==> config.mk <==
export PLATFORM = sky130hd
export DESIGN_NAME = time_set_parser
export DESIGN_NICKNAME = d
export VERILOG_FILES = /design/src/rtl/rtc_defs_pkg.sv /design/src/rtl/ascii_digit.sv /design/src/rtl/time_set_parser.sv
export SDC_FILE = /design/constraint.sdc
export NUM_CORES = 1
export LEC_CHECK = 0
export BUFFER_PORTS_ARGS = -buffer_cell sky130_fd_sc_hd__buf_2
export CORE_MARGIN = 4
export CORE_UTILIZATION = 50
export CTS_CLUSTER_DIAMETER = 30
export DETAILED_ROUTE_END_ITERATION = 8
export GPL_TIMING_DRIVEN = 0
export PLACE_DENSITY = 0.77
export SLEW_MARGIN = 20
export SYNTH_ARGS = -nofsm -noshare
export SYNTH_HDL_FRONTEND = slang
export SYNTH_SLANG_ARGS = --single-unit
==> constraint.sdc <==
create_clock -name clk -period 7.65 [get_ports clk]
set_input_delay 0.3825 -clock clk [delete_from_list [all_inputs] [get_ports clk]]
set_output_delay 0.3825 -clock clk [all_outputs]
set_load 0.01 [all_outputs]
==> src/rtl/rtc_defs_pkg.sv <==
// Shared RTC definitions: parser state encoding, ASCII constants and field limits.
// Also provides a two-digit decimal-to-binary helper.
package rtc_defs_pkg;

   typedef enum logic [3:0] {
      ST_IDLE,
      ST_H1,
      ST_H0,
      ST_C1,
      ST_M1,
      ST_M0,
      ST_C2,
      ST_S1,
      ST_S0,
      ST_EOL
   } parse_state_t;

   localparam logic [7:0] ASCII_T     = 8'h54;
   localparam logic [7:0] ASCII_COLON = 8'h3A;
   localparam logic [7:0] ASCII_CR    = 8'h0D;
   localparam logic [7:0] ASCII_LF    = 8'h0A;
   localparam logic [7:0] ASCII_ZERO  = 8'h30;
   localparam logic [7:0] ASCII_NINE  = 8'h39;

   localparam logic [6:0] HOUR_MAX = 7'd23;
   localparam logic [6:0] MIN_MAX  = 7'd59;

   // tens*10 + units, wide enough for "99"
   function automatic logic [6:0] bcd_to_bin(input logic [3:0] tens, input logic [3:0] units);
      logic [6:0] t;
      t = {3'b000, tens};
      return (t << 3) + (t << 1) + {3'b000, units};
   endfunction

endpackage

==> src/rtl/ascii_digit.sv <==
// Combinational ASCII decimal digit decoder.
// value is only meaningful when is_digit is high.
module ascii_digit
   import rtc_defs_pkg::*;
(
   input  logic [7:0] ascii,
   output logic [3:0] value,
   output logic       is_digit
);

   // '0'..'9' are 0x30..0x39, so the low nibble is already the digit value
   assign value    = ascii[3:0];
   assign is_digit = (ascii >= ASCII_ZERO) && (ascii <= ASCII_NINE);

endmodule

==> src/rtl/time_set_parser.sv <==
// Parses "THH:MM:SS<CR|LF>" frames from a UART byte stream and loads the RTC time.
// rx_valid is a one-cycle strobe with no back-pressure; synced/err are one-cycle strobes.
module time_set_parser
   import rtc_defs_pkg::*;
#(
   parameter int TIMEOUT_CYCLES = 1000000
)
(
   input  logic         clk,
   input  logic         rst_n,
   input  logic [7:0]   rx_data,
   input  logic         rx_valid,
   output logic [4:0]   hour_out,
   output logic [5:0]   min_out,
   output logic [5:0]   sec_out,
   output logic         synced,
   output logic         err,
   output logic         busy,
   output parse_state_t state_dbg
);

   localparam int CW = (TIMEOUT_CYCLES > 1) ? $clog2(TIMEOUT_CYCLES) : 1;
   localparam logic [CW-1:0] TIMEOUT_LAST = CW'(TIMEOUT_CYCLES - 1);

   parse_state_t  state;
   logic [4:0]    hour_sh;
   logic [5:0]    min_sh;
   logic [5:0]    sec_sh;
   logic          range_bad;
   logic [CW-1:0] idle_cnt;

   logic [3:0]    dig_val;
   logic          is_digit;
   logic          byte_ok;
   logic [3:0]    tens_sel;
   logic [6:0]    field_val;

   ascii_digit u_ascii_digit (
      .ascii    (rx_data),
      .value    (dig_val),
      .is_digit (is_digit)
   );

   always_comb begin
      byte_ok  = 1'b0;
      tens_sel = hour_sh[3:0];
      case (state)
         ST_H1, ST_H0, ST_M1, ST_M0, ST_S1, ST_S0: byte_ok = is_digit;
         ST_C1, ST_C2: byte_ok = (rx_data == ASCII_COLON);
         ST_EOL:       byte_ok = (rx_data == ASCII_CR) || (rx_data == ASCII_LF);
         default:      byte_ok = 1'b0;
      endcase
      case (state)
         ST_M0:   tens_sel = min_sh[3:0];
         ST_S0:   tens_sel = sec_sh[3:0];
         default: tens_sel = hour_sh[3:0];
      endcase
   end

   // Full 0..99 value of the field whose units digit is arriving now
   assign field_val = bcd_to_bin(tens_sel, dig_val);

   // A shadow only holds 5/6 bits, so over-range is latched here and acted on at the terminator
   always_ff @(posedge clk or negedge rst_n) begin
      if (!rst_n) begin
         state     <= ST_IDLE;
         hour_sh   <= '0;
         min_sh    <= '0;
         sec_sh    <= '0;
         range_bad <= 1'b0;
         idle_cnt  <= '0;
         hour_out  <= '0;
         min_out   <= '0;
         sec_out   <= '0;
         synced    <= 1'b0;
         err       <= 1'b0;
      end else begin
         synced <= 1'b0;
         err    <= 1'b0;
         if (state == ST_IDLE) begin
            idle_cnt <= '0;
            if (rx_valid && (rx_data == ASCII_T)) begin
               state     <= ST_H1;
               range_bad <= 1'b0;
            end
         end else if (rx_valid) begin
            idle_cnt <= '0;
            if (!byte_ok) begin
               err <= 1'b1;
               if (rx_data == ASCII_T) begin
                  state     <= ST_H1;
                  range_bad <= 1'b0;
               end else begin
                  state <= ST_IDLE;
               end
            end else begin
               case (state)
                  ST_H1: begin
                     hour_sh <= {1'b0, dig_val};
                     state   <= ST_H0;
                  end
                  ST_H0: begin
                     hour_sh   <= field_val[4:0];
                     range_bad <= range_bad | (field_val > HOUR_MAX);
                     state     <= ST_C1;
                  end
                  ST_C1: state <= ST_M1;
                  ST_M1: begin
                     min_sh <= {2'b00, dig_val};
                     state  <= ST_M0;
                  end
                  ST_M0: begin
                     min_sh    <= field_val[5:0];
                     range_bad <= range_bad | (field_val > MIN_MAX);
                     state     <= ST_C2;
                  end
                  ST_C2: state <= ST_S1;
                  ST_S1: begin
                     sec_sh <= {2'b00, dig_val};
                     state  <= ST_S0;
                  end
                  ST_S0: begin
                     sec_sh    <= field_val[5:0];
                     range_bad <= range_bad | (field_val > MIN_MAX);
                     state     <= ST_EOL;
                  end
                  ST_EOL: begin
                     if (range_bad) begin
                        err <= 1'b1;
                     end else begin
                        hour_out <= hour_sh;
                        min_out  <= min_sh;
                        sec_out  <= sec_sh;
                        synced   <= 1'b1;
                     end
                     state <= ST_IDLE;
                  end
                  default: state <= ST_IDLE;
               endcase
            end
         end else if (idle_cnt == TIMEOUT_LAST) begin
            err      <= 1'b1;
            state    <= ST_IDLE;
            idle_cnt <= '0;
         end else begin
            idle_cnt <= idle_cnt + CW'(1);
         end
      end
   end

   assign busy      = (state != ST_IDLE);
   assign state_dbg = state;

endmodule
==> results.cfg <==
[status]
outcome = finished, final reports clean

[clock_network]
clockRootBuffer = clkbuf_8
cts.reportedPaths.clkPinSlew_ns = 0.07
cts_made_buffers = 9
hold_buffers = 0
cts_tree = done
cts-resized-gates = 0
cts_setup_buffers = 0
htree_levels = 3
cts_sinks = 61
clk_path_buf_depth = 2
clock_latency_ns = 0.33

[setup_path]
r2r-end = range_bad$_DFFE_PN0P_
path_cells = buf_6 > nor4b_1 > clkbuf_1 > a22oi_1 > nand2_1 > fa_1 > ha_1 > a21o_1 > a21oi_1 > xnor2_1 > a21oi_1 > o311ai_0 > a32o_1
cp_slowest_stage_delay_ns = 0.53
start_kind = flop
path_depth = 13
critPathTopFamily = compound AO/OA/AOI/OAI gates
ff2ff_setup_slack_ns = 3.71
worstSetupPathType = reg2reg
critical_path_arrival_ns = 4.21
end_kind = flop
crit_slowest_cell = nor4b_1
reg2reg_depth = 13
required_ns = 7.92
cp_max_fo = 10
r2r-start = state_dbg[0]$_DFFE_PN0P_
crit_buf_inv = 2
crit_top_cell = a21oi_1

[grt]
antenna_found_initial = 0
grt_pass1_vias = 2429
grt_first_pass_wirelength_um = 11400
grt_max_degree = 62
grt_usage_pct = 18.8
grt.overflow.total = 0

[pwr]
p_total_w = 0.000784
p_leak_nw = 1.85
power-per-cell-area_nw_per_um2 = 212
peakVddDrop_v = 0.000123

[sta]
setup_viol = 0
period_minus_slack_ns = 3.94
rsz0062_at_grt = false
hold_viol = 0
drv_slew = 0
worst_clock_skew_ns = 0.00454
fin_tns_setup_ns = 0
slew_headroom_pct = 50.1
worstMarginPinSlew_ns = 0.748
timing.hold.ws_ns = 0.0980
timing.fmax_ghz = 0.254
finalCritPeriodShare_pct = 51.5

[synthesis]
synth_area_um2 = 3260
yosys_warnings = 0
syn_nets = 323
synth-seq-cells = 61
synth_area_per_cell_um2 = 10.8
synth_ff_type = dfrtp_1
synthCells = 302
synth_edf_count = 0
ys_seq_area_share_pct = 46.9
ys_async_sr_fraction_pct = 100
synth.lib_cells_used.distinct = 53

[detailed_routing]
postRouteAntennaNets = 0
routedWlPerCell_um = 15.8
first_pass_iters = 4
drc = 0
drtIter0Drc = 150
avgViaCountPerCell = 5.73
drt-total-wl_um = 6780
dr_total_vias = 2457

[floorplan]
ios = 35
die_width_um = 88.7
initial_core_util_pct = 51.3
die_area_um2 = 7870
rows = 29
core_area_um2 = 6350
die_h_um = 88.7

[cells_and_area]
diodes = 0
area_delta_synth_final_pct = 13.7
drive_gt1_share_pct = 27.0
nNetsFinal = 368

[placement]
port_buffers = 34
dp_hpwl_um = 4940
gp_congestion = 0.869

[run]
cap_violations = 0

[worst_hold_path]
min_path_type = in2async
==> report_power, final <==
| part | leakage, nW | switching, W | internal (W) |
|---|---|---|---|
| combinational | 0.910 | 0.000111 | 0.0000708 |
| sequential | 0.847 | 0.0000109 | 0.000335 |
| clock | 0.0921 | 0.000123 | 0.000134 |
==> worst max path at each step <==
stage	to	slack, ns	start
5_1_grt	range_bad$_DFFE_PN0P_	3.50	state_dbg[0]$_DFFE_PN0P_
4_1_cts	range_bad$_DFFE_PN0P_	3.72	state_dbg[0]$_DFFE_PN0P_
3_3_place_gp	range_bad$_DFFE_PN0P_	3.85	state_dbg[0]$_DFFE_PN0P_
3_5_place_dp	range_bad$_DFFE_PN0P_	3.74	state_dbg[0]$_DFFE_PN0P_
2_1_floorplan	range_bad$_DFFE_PN0P_	4.27	state_dbg[0]$_DFFE_PN0P_
6_report	range_bad$_DFFE_PN0P_	3.71	state_dbg[0]$_DFFE_PN0P_
==> per-layer routing <==
layer / GRT usage, % / vias to the layer above / wire length (µm) / share of wire [%]
met1: 25.2 / 1214 / 3160 / 47
met2: 27.7 / 57 / 3140 / 46
met3: 5.87 / 19 / 272 / 4.0
met5: 0 / - / 0 / 0
met4: 8.52 / 0 / 206 / 3.0
li1: - / 1167 / - / -
==> Yosys cell counts, types with 3 or more instances <==
library cell	n	area [µm²]
dfrtp_1	61	1530
nor2_1	41	154
mux2_2	22	248
nand2_1	20	75.1
xor2_1	13	114
inv_1	12	45.0
a21oi_1	11	55.1
nand3_1	11	55.1
xnor2_1	10	87.6
mux2_4	9	135
ha_1	8	100
a32o_1	5	50.1
clkbuf_1	5	18.8
buf_2	4	20.0
nor3_1	4	20.0
o21ai_0	4	20.0
a22oi_1	3	22.5
buf_6	3	33.8
nand4_1	3	18.8
nor4_1	3	18.8
o22ai_1	3	18.8
or3_1	3	18.8
==> logic make-up after synthesis <==
| family | share of synthesized area, % |
|---|---|
| fa+ha+maj | 4.30 |
| buf+inv | 3.61 |
| flops | 46.9 |
| mux | 12.4 |
| simple gates | 17.8 |
| xor+xnor | 6.19 |
| compound gates | 8.84 |
==> sequential cells by signal (all words and copies together) (netlist names) <==
register	cells
min_out	6
idle_cnt	20
synced	1
err	1
hour_out	5
sec_out	6
range_bad	1
sec_sh	6
hour_sh	5
state_dbg	4
min_sh	6
==> stage by stage <==
stage	worst slack, ns	instances	cell area [µm²]	util (%)
6_report	3.71	429	3700	58.3
5_1_grt	3.50	429	3700	58.3
4_1_cts	3.72	429	3700	58.3
3_5_place_dp	3.74	413	3530	55.5
3_3_place_gp	3.85	413	3520	55.5
2_1_floorplan	4.27	302	3260	-
==> cell type report <==
type                    count  area, µm²
clock inverters             4       22.5
flip-flops and latches     61       1530
multi-input cells         217       1610
clock buffers              12        155
well taps                  77       96.3
repair buffers             34        173
inverters                  12       45.0
plain buffers              12       72.6
fillers                   537       2650
==> placed cells by master, fill, tap and decap left out, types with 2 or more instances in the layout <==
cell type	Yosys	layout
a21o_1	2	2
a21oi_1	11	11
a22o_1	2	2
a22oi_1	3	3
a31oi_1	2	2
a32o_1	5	5
and2_1	2	2
and3_1	2	2
and3b_1	2	2
and4_1	2	2
buf_2	4	37
buf_6	3	3
clkbuf_1	5	6
clkbuf_8	0	11
clkinv_2	0	3
dfrtp_1	61	61
fa_1	2	2
ha_1	8	8
inv_1	12	12
mux2_2	22	22
mux2_4	9	9
mux2i_1	2	2
nand2_1	20	20
nand2b_1	2	2
nand3_1	11	11
nand4_1	3	3
nand4bb_1	2	2
nor2_1	41	41
nor3_1	4	4
nor4_1	3	3
nor4b_1	2	2
o21a_1	2	2
o21ai_0	4	4
o22ai_1	3	3
or3_1	3	3
xnor2_1	10	10
xor2_1	13	13
Note: power is estimated with default switching activity, not from simulation.
